## src/rtl/uart_top.sv

```systemverilog
// -----------------------------------------------------------------------------
// uart_top
//   8N1 UART echo block. Each byte received on rs232_rx is retransmitted
//   unchanged on rs232_tx. The design has three parts that share sys_clk:
//   a receiver, a one-byte holding buffer and a transmitter.
//
// Parameters
//   UART_BPS     serial bit rate
//   CLK_FREQ     sys_clk frequency in Hz
//   BAUD_CNT_MAX clocks per bit (CLK_FREQ / UART_BPS)
//
// Ports
//   sys_clk    in   system clock; all logic runs on the rising edge
//   sys_rst_n  in   asynchronous reset, active low
//   rs232_rx   in   serial input; idles high; asynchronous to sys_clk
//   rs232_tx   out  serial output; idles high; driven from a register
// -----------------------------------------------------------------------------
module uart_top #(
   parameter int UART_BPS     = 9600,
   parameter int CLK_FREQ     = 50_000_000,
   parameter int BAUD_CNT_MAX = CLK_FREQ / UART_BPS
) (
   input  logic sys_clk,
   input  logic sys_rst_n,
   input  logic rs232_rx,
   output logic rs232_tx
);

   localparam int              CW          = $clog2(BAUD_CNT_MAX);
   localparam logic [CW-1:0]   C_BAUD_LAST = CW'(BAUD_CNT_MAX - 1);
   localparam logic [CW-1:0]   C_BAUD_MID  = CW'(BAUD_CNT_MAX / 2 - 1);
   localparam logic [3:0]      C_IDX_START = 4'd0;
   localparam logic [3:0]      C_IDX_LAST  = 4'd8;  // last data bit
   localparam logic [3:0]      C_IDX_STOP  = 4'd9;

   // ---------------------------------------------------------------------------
   // Receiver input conditioning
   // ---------------------------------------------------------------------------
   // These flops reset to the idle level (1). A reset value of 0 would make
   // the first clock after reset look like a falling edge.
   logic r_rx_s1, r_rx_s2, r_rx_dly;

   always_ff @(posedge sys_clk or negedge sys_rst_n) begin
      if (!sys_rst_n) begin
         r_rx_s1  <= 1'b1;
         r_rx_s2  <= 1'b1;
         r_rx_dly <= 1'b1;
      end else begin
         r_rx_s1  <= rs232_rx;
         r_rx_s2  <= r_rx_s1;
         r_rx_dly <= r_rx_s2;
      end
   end

   // ---------------------------------------------------------------------------
   // Receiver
   // ---------------------------------------------------------------------------
   logic          r_rx_busy;
   logic [CW-1:0] r_rx_cnt;
   logic [3:0]    r_rx_idx;
   logic [7:0]    r_rx_shift;
   logic [7:0]    r_rx_data;
   logic          r_rx_done;
   logic          w_rx_start;
   logic          w_rx_sample;

   assign w_rx_start  = !r_rx_busy && r_rx_dly && !r_rx_s2;
   assign w_rx_sample = r_rx_busy && (r_rx_cnt == C_BAUD_MID);

   always_ff @(posedge sys_clk or negedge sys_rst_n) begin
      if (!sys_rst_n) begin
         r_rx_busy  <= 1'b0;
         r_rx_cnt   <= '0;
         r_rx_idx   <= '0;
         r_rx_shift <= '0;
         r_rx_data  <= '0;
         r_rx_done  <= 1'b0;
      end else begin
         r_rx_done <= 1'b0;
         if (w_rx_start) begin
            r_rx_busy <= 1'b1;
            r_rx_cnt  <= '0;
            r_rx_idx  <= '0;
         end else if (r_rx_busy) begin
            r_rx_cnt <= (r_rx_cnt == C_BAUD_LAST) ? '0 : r_rx_cnt + 1'b1;
            if (w_rx_sample) begin
               r_rx_idx <= r_rx_idx + 1'b1;
               if (r_rx_idx == C_IDX_START) begin
                  // Start bit high at mid-bit: only a glitch, go back to idle.
                  if (r_rx_s2) begin
                     r_rx_busy <= 1'b0;
                     r_rx_cnt  <= '0;
                     r_rx_idx  <= '0;
                  end
               end else if (r_rx_idx == C_IDX_STOP) begin
                  // Go idle at the mid-stop sample so that a start edge in the
                  // second half of the stop bit is still detected. A low stop
                  // bit is a framing error; the byte is dropped.
                  r_rx_busy <= 1'b0;
                  r_rx_cnt  <= '0;
                  r_rx_idx  <= '0;
                  if (r_rx_s2) begin
                     r_rx_data <= r_rx_shift;
                     r_rx_done <= 1'b1;
                  end
               end else begin
                  r_rx_shift <= {r_rx_s2, r_rx_shift[7:1]};
               end
            end
         end
      end
   end

   // ---------------------------------------------------------------------------
   // Holding buffer and transmitter handoff
   // ---------------------------------------------------------------------------
   // The transmitter can take a new byte when it is idle, and also on the last
   // clock of its stop bit (w_tx_end). That second case lets a queued byte
   // follow with no idle gap between frames.
   logic          r_tx_busy;
   logic [CW-1:0] r_tx_cnt;
   logic [3:0]    r_tx_idx;
   logic [7:0]    r_tx_shift;
   logic          r_tx_line;
   logic          r_hold_vld;
   logic [7:0]    r_hold_data;
   logic          w_tx_end;
   logic          w_tx_free;
   logic          w_tx_load;
   logic [7:0]    w_tx_byte;
   logic          w_hold_wr;

   assign w_tx_end  = r_tx_busy && (r_tx_cnt == C_BAUD_LAST) && (r_tx_idx == C_IDX_STOP);
   assign w_tx_free = !r_tx_busy || w_tx_end;
   assign w_tx_load = w_tx_free && (r_hold_vld || r_rx_done);
   // A byte that is already held is older than one arriving this clock.
   assign w_tx_byte = r_hold_vld ? r_hold_data : r_rx_data;
   // A new byte goes into the holding register unless it is sent to the
   // transmitter directly. If the register is already full, the new byte
   // overwrites the old one.
   assign w_hold_wr = r_rx_done && !(w_tx_load && !r_hold_vld);

   always_ff @(posedge sys_clk or negedge sys_rst_n) begin
      if (!sys_rst_n) begin
         r_hold_vld  <= 1'b0;
         r_hold_data <= '0;
      end else if (w_hold_wr) begin
         r_hold_vld  <= 1'b1;
         r_hold_data <= r_rx_data;
      end else if (w_tx_load) begin
         r_hold_vld  <= 1'b0;
      end
   end

   // ---------------------------------------------------------------------------
   // Transmitter
   // ---------------------------------------------------------------------------
   // r_tx_line changes only when the baud counter wraps or a byte is loaded,
   // so the output can change only at bit boundaries.
   always_ff @(posedge sys_clk or negedge sys_rst_n) begin
      if (!sys_rst_n) begin
         r_tx_busy  <= 1'b0;
         r_tx_cnt   <= '0;
         r_tx_idx   <= '0;
         r_tx_shift <= '0;
         r_tx_line  <= 1'b1;
      end else if (w_tx_load) begin
         r_tx_busy  <= 1'b1;
         r_tx_cnt   <= '0;
         r_tx_idx   <= '0;
         r_tx_shift <= w_tx_byte;
         r_tx_line  <= 1'b0;
      end else if (w_tx_end) begin
         r_tx_busy  <= 1'b0;
         r_tx_cnt   <= '0;
         r_tx_idx   <= '0;
         r_tx_line  <= 1'b1;
      end else if (r_tx_busy) begin
         if (r_tx_cnt == C_BAUD_LAST) begin
            r_tx_cnt <= '0;
            r_tx_idx <= r_tx_idx + 1'b1;
            if (r_tx_idx == C_IDX_LAST) begin
               r_tx_line <= 1'b1;
            end else begin
               r_tx_line  <= r_tx_shift[0];
               r_tx_shift <= {1'b0, r_tx_shift[7:1]};
            end
         end else begin
            r_tx_cnt <= r_tx_cnt + 1'b1;
         end
      end
   end

   assign rs232_tx = r_tx_line;

endmodule

```

## config.mk

```make
export PLATFORM = sky130hd
export DESIGN_NAME = uart_top
export DESIGN_NICKNAME = d
export VERILOG_FILES = /design/src/rtl/uart_top.sv
export SDC_FILE = /design/constraint.sdc
export NUM_CORES = 1
export LEC_CHECK = 0
export CAP_MARGIN = 20
export CORE_UTILIZATION = 30
export CTS_BUF_LIST = sky130_fd_sc_hd__clkbuf_16
export DETAILED_ROUTE_END_ITERATION = 8
export HOLD_SLACK_MARGIN = 0.08
export MAX_ROUTING_LAYER = met4
export PLACE_DENSITY_LB_ADDON = 0.05
export SYNTH_ARGS = -nofsm -noshare
export SYNTH_HDL_FRONTEND = slang
export SYNTH_SLANG_ARGS = --single-unit
```

## constraint.sdc

```tcl
create_clock -name sys_clk -period 2.6 [get_ports sys_clk]
set_clock_uncertainty 0.1 [all_clocks]
set_input_delay 0.39 -clock sys_clk [delete_from_list [all_inputs] [get_ports sys_clk]]
set_output_delay 0.39 -clock sys_clk [all_outputs]
set_load 0.01 [all_outputs]
```

==> out/summary.txt, run 1 <==
status: finished with violations
violations in the final reports: DRC
area post-placement: 3850 um^2
asr flop ratio synth: 1.00
CP Class: flop to flop
number of DRC markers in iteration 0: 69
Longest Clk Path Bufs: 2
Hold Crit Depth: 0
first-pass GRT wire length: 12,200 um
Synth Area in Compound Gates: 0.0890
num rows: 39
Detail Route Antenna Nets: 0
period utilization: 0.954
final setup TNS: 0 ns
per-cell routed wire length: 14.2 um
worst vdd rail ir drop: 448 uV
main combinational cell family by area after synthesis: simple AND/OR/NAND/NOR gates
drt first pass iters: 6
Total Nets Final: 346
Total Power: 2910 uW
total routed wirelength: 6870 um
leading area contributor after synthesis: dfrtp_1
#FFs+latches synth: 74
yosys warns: 0
Synth top area share: 0.487
Worst setup SP type: flop
register area share after synthesis: 0.516
PostCTS Resize Cnt: 0
pin count of the biggest net entering global routing: 46
Min Hold Slack: 0.255 ns
worst hold path class: flop to flop
Critical Path RT: 2.73 ns
post-synthesis xor/xnor area fraction: 0.0341
fmax: 0.403 GHz
Post-Syn Nets: 330
final count of negative-setup-slack endpoints: 0
chip width: 112 um
diodes inserted: 0
Mapped Area: 3600 um^2
Worst Path Arrival: 2.61 ns
Max Cap Violations: 0
fraction of layout cells with a size suffix above 1: 0.182
IO Port Bufs: 3
Initial Util: 0.311
initial antenna violation count: 0
Synth Area in Simple Gates: 0.171
Pleak: 0.00182 uW
area growth from synthesis to layout: 16.3%
filler cell count: 1,171
slew margin rel.: 0.394
Die H: 112 um
H-tree depth: 3
Finished Cell Area: 4180 um^2
Area contributors post-synth: dfrtp_1, mux2_2, mux2i_1
TritonCTS Buffers: 9
GP Congestion: 0.730
Post-Syn Area per Cell: 11.3 um^2
Die ar.: 12,400 um^2
residual DRC count: 2
CTS tree: built
Max FO, Critical Path: 8
CTS Sinks: 74
Final HPWL DP: 4710 um
Ports: 4
core area: 11,600 um^2
fin. max-slew vios: 0
mux contribution to synthesized area: 0.145
detailed-route via count: 2,346
vias in the first global route: 2,456
Post-synth EDFFs: 0
root buffer cell: clkbuf_16
adder-cell area share of the yosys netlist: 0.0306
RSZ-0062 raised after global routing: no
commonest register cell after synthesis: dfrtp_1
path depth of the worst reg2reg path: 5
Worst-path clk slew: 0.06 ns
Final Hold Viols: 0
Post CTS Setup Buffer Count: 0
crit path time final: 2.48 ns
Clock Latency Late Sink: 0.34 ns
GRT Util Overall: 0.131
Worst Max-Slew Pin Slew: 0.903 ns
total global routing overflow: 0
most frequent cell after synthesis: dfrtp_1
crit path capture type: flop
Post-Syn Instances: 319
most frequent cells after synthesis: dfrtp_1, nand2_1, mux2_2, mux2i_1, nor2_1
final core occ: 0.362
Distinct cells, synth: 43
Via-to-Cell Ratio: 4.86
PwrDens: 697 nW/um^2
-- kinds of logic (layout without fill, tap and decap cells) --
family,after synthesis,after routing
adder cells (fa/ha/maj),9,9
flip-flops,74,74
XOR/XNOR,14,14
AND/OR/NAND/NOR,111,111
buffers and inverters,13,34
multiplexers,49,49
AO/OA/AOI/OAI,49,49
-- routing by layer --
layer | vias to the layer above | GRT usage | wire [um]
met5 | - | - | 0
met4 | 0 | 0.0622 | 140
met3 | 10 | 0.0359 | 172
met2 | 17 | 0.210 | 3320
met1 | 1140 | 0.153 | 3240
li1 | 1179 | - | -
-- report_power, final --
part | switching, uW | internal (uW)
Combinational | 150 | 118
Clock | 514 | 847
Sequential | 76.8 | 1210
Total | 741 | 2170
-- per-stage QoR --
step / std cells / worst slack (ns)
3_3_place_gp: 466 / 0.101
6_report: 483 / 0.119
5_1_grt: 483 / 0.0216
4_1_cts: 483 / 0.0903
2_1_floorplan: 319 / 0.235
3_5_place_dp: 466 / 0.0970
-- cells in the final DEF (no fill, tap or decap), types with 3 or more instances in the layout --
master,synthesis,final
o21ai_0,16,16
nand3_1,13,13
nor3_1,9,9
a31oi_1,7,7
nor2b_1,4,4
a21oi_1,11,11
dfstp_2,4,4
nand2b_1,9,9
mux2i_1,24,24
clkbuf_16,0,9
dfrtp_1,70,70
mux2_2,24,24
nor2_1,19,19
nand3b_1,3,3
o31ai_1,3,3
and3_1,4,4
or4bb_1,4,4
a22o_1,6,6
nand4_1,5,5
nand2_1,29,29
buf_4,0,8
ha_1,8,8
xor2_1,9,9
xnor2_1,5,5
inv_1,6,6
-- sequential cells by signal (all words and copies together) (netlist names) --
signal       count
r_tx_idx         4
r_rx_data        8
r_rx_cnt        13
r_rx_s1          1
rs232_tx         1
r_rx_busy        1
r_tx_cnt        13
r_tx_busy        1
r_rx_shift       8
r_tx_shift       8
r_rx_s2          1
r_rx_dly         1
r_hold_vld       1
r_rx_done        1
r_hold_data      8
r_rx_idx         4
-- final timing paths --
check	from	endpoint	slack (ns)
max	r_tx_cnt[9]	r_hold_data[3]	0.12
min	r_rx_s1	r_rx_s2	0.25
max reg2reg	r_tx_cnt[9]	r_hold_data[3]	0.12
min reg2reg	r_rx_s1	r_rx_s2	0.25
max in group asynchronous	sys_rst_n	r_rx_cnt[1]	1.31
min in group asynchronous	sys_rst_n	r_tx_idx[2]	0.50
-- final cells by class --
cell class / instances / area, um^2 / share of cell area
Clock buffer: 9 / 225 / 0.0538
Inverter: 6 / 22.5 / 0.00538
Tap cell: 143 / 179 / 0.0428
Multi-Input combinational cell: 232 / 1690 / 0.404
Sequential cell: 74 / 1860 / 0.444
Timing Repair Buffer: 12 / 110 / 0.0263
Clock inverter: 7 / 98.8 / 0.0236
-- critical path, cell delays in order (launching register included) --
cell and delay [ns]:
dfrtp_1 0.40, or4b_1 0.55, or3_4 0.45, o21a_4 0.24, o21ai_4 0.26, mux2_2 0.37
-- repair_timing --
item	4_1_cts	5_1_grt
hold buffers	1	0
endpoints found under the hold margin	40	0
endpoints found under the setup margin	0	0
No activity file was read; power rests on OpenSTA's default activity.
==> run 2, diff against run 1 <==
Settings changed: CTS_CLUSTER_SIZE from default to 40.
==> results of run 2 <==
Final layout, timing and power as in run 1 (identical DEF).
